==> src/rtl/counter_timer_ctrl.sv <==
`default_nettype none
// ============================================================================
// Module      : counter_timer_ctrl
// Description : Programmable timer controller driving a WIDTH-bit up-counter.
//               It supports START with a limit, STOP/RESUME and CLEAR, and
//               either one-shot or periodic expiry. Each terminal-count event
//               produces a single-cycle expiry pulse and bumps a saturating
//               event counter.
// Revision    : 1.0 - initial release
// ============================================================================
module counter_timer_ctrl #(
    parameter int WIDTH     = 4,
    parameter int EXP_CNT_W = 8
) (
    input  logic                 clock,
    input  logic                 reset,
    input  logic                 io_cmd_valid,
    output logic                 io_cmd_ready,
    input  logic [1:0]           io_cmd_op,
    input  logic [WIDTH-1:0]     io_cmd_limit,
    input  logic                 io_cmd_periodic,
    output logic [WIDTH-1:0]     io_count,
    output logic                 io_busy,
    output logic                 io_done,
    output logic                 io_expire,
    output logic [EXP_CNT_W-1:0] io_exp_cnt
);

    localparam logic [1:0] c_OP_START  = 2'd0;
    localparam logic [1:0] c_OP_STOP   = 2'd1;
    localparam logic [1:0] c_OP_RESUME = 2'd2;
    localparam logic [1:0] c_OP_CLEAR  = 2'd3;

    typedef enum logic [1:0] {
        ST_IDLE  = 2'd0,
        ST_RUN   = 2'd1,
        ST_PAUSE = 2'd2,
        ST_DONE  = 2'd3
    } state_t;

    state_t                 r_state;
    state_t                 w_state_n;
    logic [WIDTH-1:0]       r_count;
    logic [WIDTH-1:0]       w_count_n;
    logic [WIDTH-1:0]       r_limit;
    logic [WIDTH-1:0]       w_limit_n;
    logic                   r_periodic;
    logic                   w_periodic_n;
    logic                   r_expire;
    logic                   w_expire_n;
    logic [EXP_CNT_W-1:0]   r_exp_cnt;
    logic [EXP_CNT_W-1:0]   w_exp_cnt_n;
    logic                   w_fire;

    // Ready drops only while reset is held; every state accepts commands.
    assign io_cmd_ready = ~reset;
    assign w_fire       = io_cmd_valid & io_cmd_ready;

    // State and datapath registers, synchronous reset.
    always_ff @(posedge clock) begin
        if (reset) begin
            r_state    <= ST_IDLE;
            r_count    <= '0;
            r_limit    <= '0;
            r_periodic <= 1'b0;
            r_expire   <= 1'b0;
            r_exp_cnt  <= '0;
        end else begin
            r_state    <= w_state_n;
            r_count    <= w_count_n;
            r_limit    <= w_limit_n;
            r_periodic <= w_periodic_n;
            r_expire   <= w_expire_n;
            r_exp_cnt  <= w_exp_cnt_n;
        end
    end

    // Next-state logic: an accepted command always wins over counting, so a
    // terminal count coinciding with any fire is deferred or discarded.
    always_comb begin
        w_state_n    = r_state;
        w_count_n    = r_count;
        w_limit_n    = r_limit;
        w_periodic_n = r_periodic;
        w_expire_n   = 1'b0;
        w_exp_cnt_n  = r_exp_cnt;

        if (w_fire) begin
            case (io_cmd_op)
                c_OP_START: begin
                    w_state_n    = ST_RUN;
                    w_count_n    = '0;
                    w_limit_n    = io_cmd_limit;
                    w_periodic_n = io_cmd_periodic;
                    w_exp_cnt_n  = '0;
                end
                c_OP_STOP: begin
                    if (r_state == ST_RUN) begin
                        w_state_n = ST_PAUSE;
                    end
                end
                c_OP_RESUME: begin
                    if (r_state == ST_PAUSE) begin
                        w_state_n = ST_RUN;
                    end
                end
                c_OP_CLEAR: begin
                    w_state_n   = ST_IDLE;
                    w_count_n   = '0;
                    w_exp_cnt_n = '0;
                end
                default: begin
                    w_state_n = r_state;
                end
            endcase
        end else if (r_state == ST_RUN) begin
            if (r_count != r_limit) begin
                w_count_n = r_count + WIDTH'(1);
            end else begin
                w_expire_n = 1'b1;
                if (r_exp_cnt != {EXP_CNT_W{1'b1}}) begin
                    w_exp_cnt_n = r_exp_cnt + EXP_CNT_W'(1);
                end
                if (r_periodic) begin
                    w_count_n = '0;
                end else begin
                    w_state_n = ST_DONE;
                end
            end
        end
    end

    assign io_count   = r_count;
    assign io_busy    = (r_state == ST_RUN) || (r_state == ST_PAUSE);
    assign io_done    = (r_state == ST_DONE);
    assign io_expire  = r_expire;
    assign io_exp_cnt = r_exp_cnt;

endmodule
`default_nettype wire

==> config.mk <==
export PLATFORM = sky130hd
export DESIGN_NAME = counter_timer_ctrl
export DESIGN_NICKNAME = d
export VERILOG_FILES = /design/src/rtl/counter_timer_ctrl.sv
export SDC_FILE = /design/constraint.sdc
export NUM_CORES = 1
export LEC_CHECK = 0
export CAP_MARGIN = 5
export CORE_ASPECT_RATIO = 1.4
export CORE_UTILIZATION = 60
export DETAILED_ROUTE_END_ITERATION = 8
export DONT_BUFFER_PORTS = 1
export HOLD_SLACK_MARGIN = 0.1
export PLACE_DENSITY = 0.76
export SYNTH_ARGS = -nofsm -noshare
export SYNTH_HDL_FRONTEND = slang
export SYNTH_SLANG_ARGS = --single-unit
==> constraint.sdc <==
create_clock -name clock -period 2.3 [get_ports clock]
set_input_delay 0.23 -clock clock [delete_from_list [all_inputs] [get_ports clock]]
set_output_delay 0.23 -clock clock [all_outputs]
set_load 0.01 [all_outputs]
==> results.ini <==
[yosys]
yosysSeqAreaShare_pct=30.39
ys_ff_latch=20
synth.area.top_cells=dfxtp_1 30%, ha_1 8.5%, nand3_1 4.6%
ys.warnings.count=0
syn_area_um2=1318
yosys_most_used_dff=dfxtp_1
syn_inst=162
synth_cell_type_count=47
synth_top_area_share_pct=30.39
syn_nets=181
syn_area_per_cell_um2=8.133
synthArstFlopShare_pct=0
synth_edf_count=0
synth.largest_area_cell=dfxtp_1

[cts]
cts_resized=0
clock-sinks=20
post-cts-setup-buffers=0
cts-root-buf=clkbuf_4
cts_buffer_depth=2
cts_buffers=3
cts_htree_levels=1
cts_tree=done
clk_latency_ns=0.30
clk_pin_slew_ns=0.12

[placement]
globalplace.congestion=0.7946
dpl_worst_slack_ns=0.2956
io_buffers=0
dp_hpwl_um=2297

[setup_path]
r2r_start=r_state[1]$_SDFFE_PP0P_
r2r_slack_ns=0.25
path_depth=6
path_cells=inv_1, ha_1, or3b_2, a21oi_1, a41oi_1, o21ai_0
worstSetupEndpointType=flip-flop
reg2reg_depth=6
cp.arrival_ns=2.28
critPathTopFamily=compound AO/OA/AOI/OAI gates
cp_num_buf_inv=1
cp.required_ns=2.53
critical_path.max_stage_delay_ns=0.49
start_kind=flip-flop
r2r-end=io_exp_cnt[4]$_SDFFE_PP0P_
worstSetupPathType=flip-flop to flip-flop
path_max_fanout=9
critPathSlowestCell=or3b_2

[floorplan]
rows=19
die_y_um=57.45
die_w_um=41.61
coreArea_um2=2021
dieArea_um2=2390
io_pins=26
start_util_pct=65.20

[power]
pwr-share-comb_pct=20.2
p_sw_mw=0.2247
seq_power_share_pct=44.7
vdd_drop_max_mv=0.4542
clockPowerShare_pct=35.1
p_sw_share_pct=27.28
power.internal_mw=0.5990
power_leakage_nw=0.5602
p_total_mw=0.8237
cellPowerDensity_nw_per_um2=546.4

[global_routing]
grt_overflow=0
antenna_found_initial=0
grt_pass1_wl_um=5699
grt_pass1_vias=1297
grt_usage_pct=30.42
grt_max_degree=23

[drt]
totalWireLength_um=3364
drc_errors=0
drt-pass1-iter-count=4
vias=1264
wl_per_cell_um=17.25
viasPerCell=6.482
drt_iter0_drc=28
ant_nets=0

[run]
cap_violations=0

[timing]
rsz0062_at_grt=false
tns_ns=0
setup_viol=0
finalCriticalPeriod_ns=2.052
fmax_mhz=487.4
fin_crit_sh_pct=89.21
fin_skew_ns=0.008966
max_slew_margin_pct=60.17
tightest_slew_ns=0.5975
finalMaxSlewViolations=0
finalHoldViolCount=0
layout_setup_ws_ns=0.2482

[cells_and_area]
fin_nets=194
layout.core_utilization_pct=74.61
nFillCells=162
ff_latch_area_um2=400.4
n_antenna_cell=0
multi_input_area_um2=825.8
syn_to_final_growth_pct=14.44
drive_above_1_share_pct=9.195

[hold_path]
hold_depth=2
whs_endpoint=io_expire$_SDFF_PP0_
hold_path.class=primary input to flip-flop
worstHoldStart=io_cmd_valid

[run_status]
status=finished clean

cell usage after synthesis, drive strengths merged (2+ instances only):
cell	number
a211oi	4
a21oi	9
a221oi	2
a31oi	4
a41oi	3
and3	3
buf	3
clkbuf	5
dfxtp	20
ha	9
inv	13
mux2	2
nand2	16
nand2b	3
nand3	12
nor2	4
nor2b	3
nor3	5
nor3b	2
nor4	2
o211ai	4
o21ai	8
o22ai	2
xor2	4
flip-flops by register name, indices dropped and copies added (netlist names):
| signal | count |
|---|---|
| io_count | 4 |
| io_exp_cnt | 8 |
| io_expire | 1 |
| r_limit | 4 |
| r_periodic | 1 |
| r_state | 2 |
repair_timing:
| item | in CTS | in global routing |
|---|---|---|
| hold endpoints to repair | 9 | 0 |
| setup endpoints to repair | 0 | 0 |
| hold buffers | 12 | 0 |
metal layers:
metal | wire length (µm) | global-route usage, % | vias up
li1 | - | - | 620
met1 | 1324 | 32.21 | 594
met2 | 1797 | 56.47 | 41
met3 | 161 | 6.962 | 9
met4 | 80 | 12.90 | 0
met5 | 0 | 0 | -
cells in the final DEF, fill, tap and decap left out, types with 2 or more instances in the layout:
cell	instances
a31oi_1	4
a41oi_1	3
o21ai_0	8
clkbuf_4	3
xor2_1	4
nor2_1	4
o211ai_1	4
nor4_1	2
nor3_1	5
nor2b_1	3
a21oi_1	9
nor3b_1	2
dlygate4sd3_1	12
o22ai_1	2
ha_1	9
a211oi_1	4
nand2_1	16
mux2_2	2
nand3_1	12
nand2b_1	3
and3_1	3
buf_4	4
inv_1	13
dfxtp_1	20
cells by family (layout without fill, tap and decap cells):
family	count (synthesis)	in the layout	share of synthesized area (%)
adder cells (fa/ha/maj)	9	9	8.547
XOR/XNOR	4	4	2.659
AO/OA/AOI/OAI	47	47	26.02
multiplexers	3	3	2.469
buffers and inverters	22	34	6.932
flip-flops	20	20	30.39
AND/OR/NAND/NOR	57	57	22.98
worst max-delay path by stage:
stage	from	endpoint	slack, ns
2_1_floorplan	io_count[1]$_SDFFE_PP0P_	io_exp_cnt[6]$_SDFFE_PP0P_	0.46
3_5_place_dp	r_state[1]$_SDFFE_PP0P_	io_exp_cnt[2]$_SDFFE_PP0P_	0.30
3_3_place_gp	r_state[1]$_SDFFE_PP0P_	io_exp_cnt[3]$_SDFFE_PP0P_	0.35
6_report	r_state[1]$_SDFFE_PP0P_	io_exp_cnt[4]$_SDFFE_PP0P_	0.25
5_1_grt	r_state[1]$_SDFFE_PP0P_	io_exp_cnt[4]$_SDFFE_PP0P_	0.01
4_1_cts	r_state[1]$_SDFFE_PP0P_	io_exp_cnt[3]$_SDFFE_PP0P_	0.27
power groups by stage:
stage | registers [mW] | clock network [mW] | logic, mW
finish | 0.368 | 0.289 | 0.167
global route | 0.370 | 0.304 | 0.181
CTS | 0.368 | 0.291 | 0.164
detailed placement | 0.376 | 0 | 0.148
global placement | 0.375 | 0 | 0.145
floorplan | 0.375 | 0 | 0.126
through the flow:
stage	hold slack [ns]	cell area, µm²	instances
after global placement	0.3015	1335	179
final	0.1046	1508	195
after floorplan	0.3775	1318	162
after CTS	0.1067	1508	195
after detailed placement	0.3010	1335	179
after global routing	0.1090	1508	195
area by class of cell:
class | instances | area share [%]
Clock buffer | 3 | 1.494
Clock inverter | 1 | 1.992
Inverter | 14 | 3.485
Multi-Input combinational cell | 120 | 54.77
Sequential cell | 20 | 26.56
Tap cell | 21 | 1.743
Timing Repair Buffer | 16 | 9.958
Power figures use the tool's default switching activity.
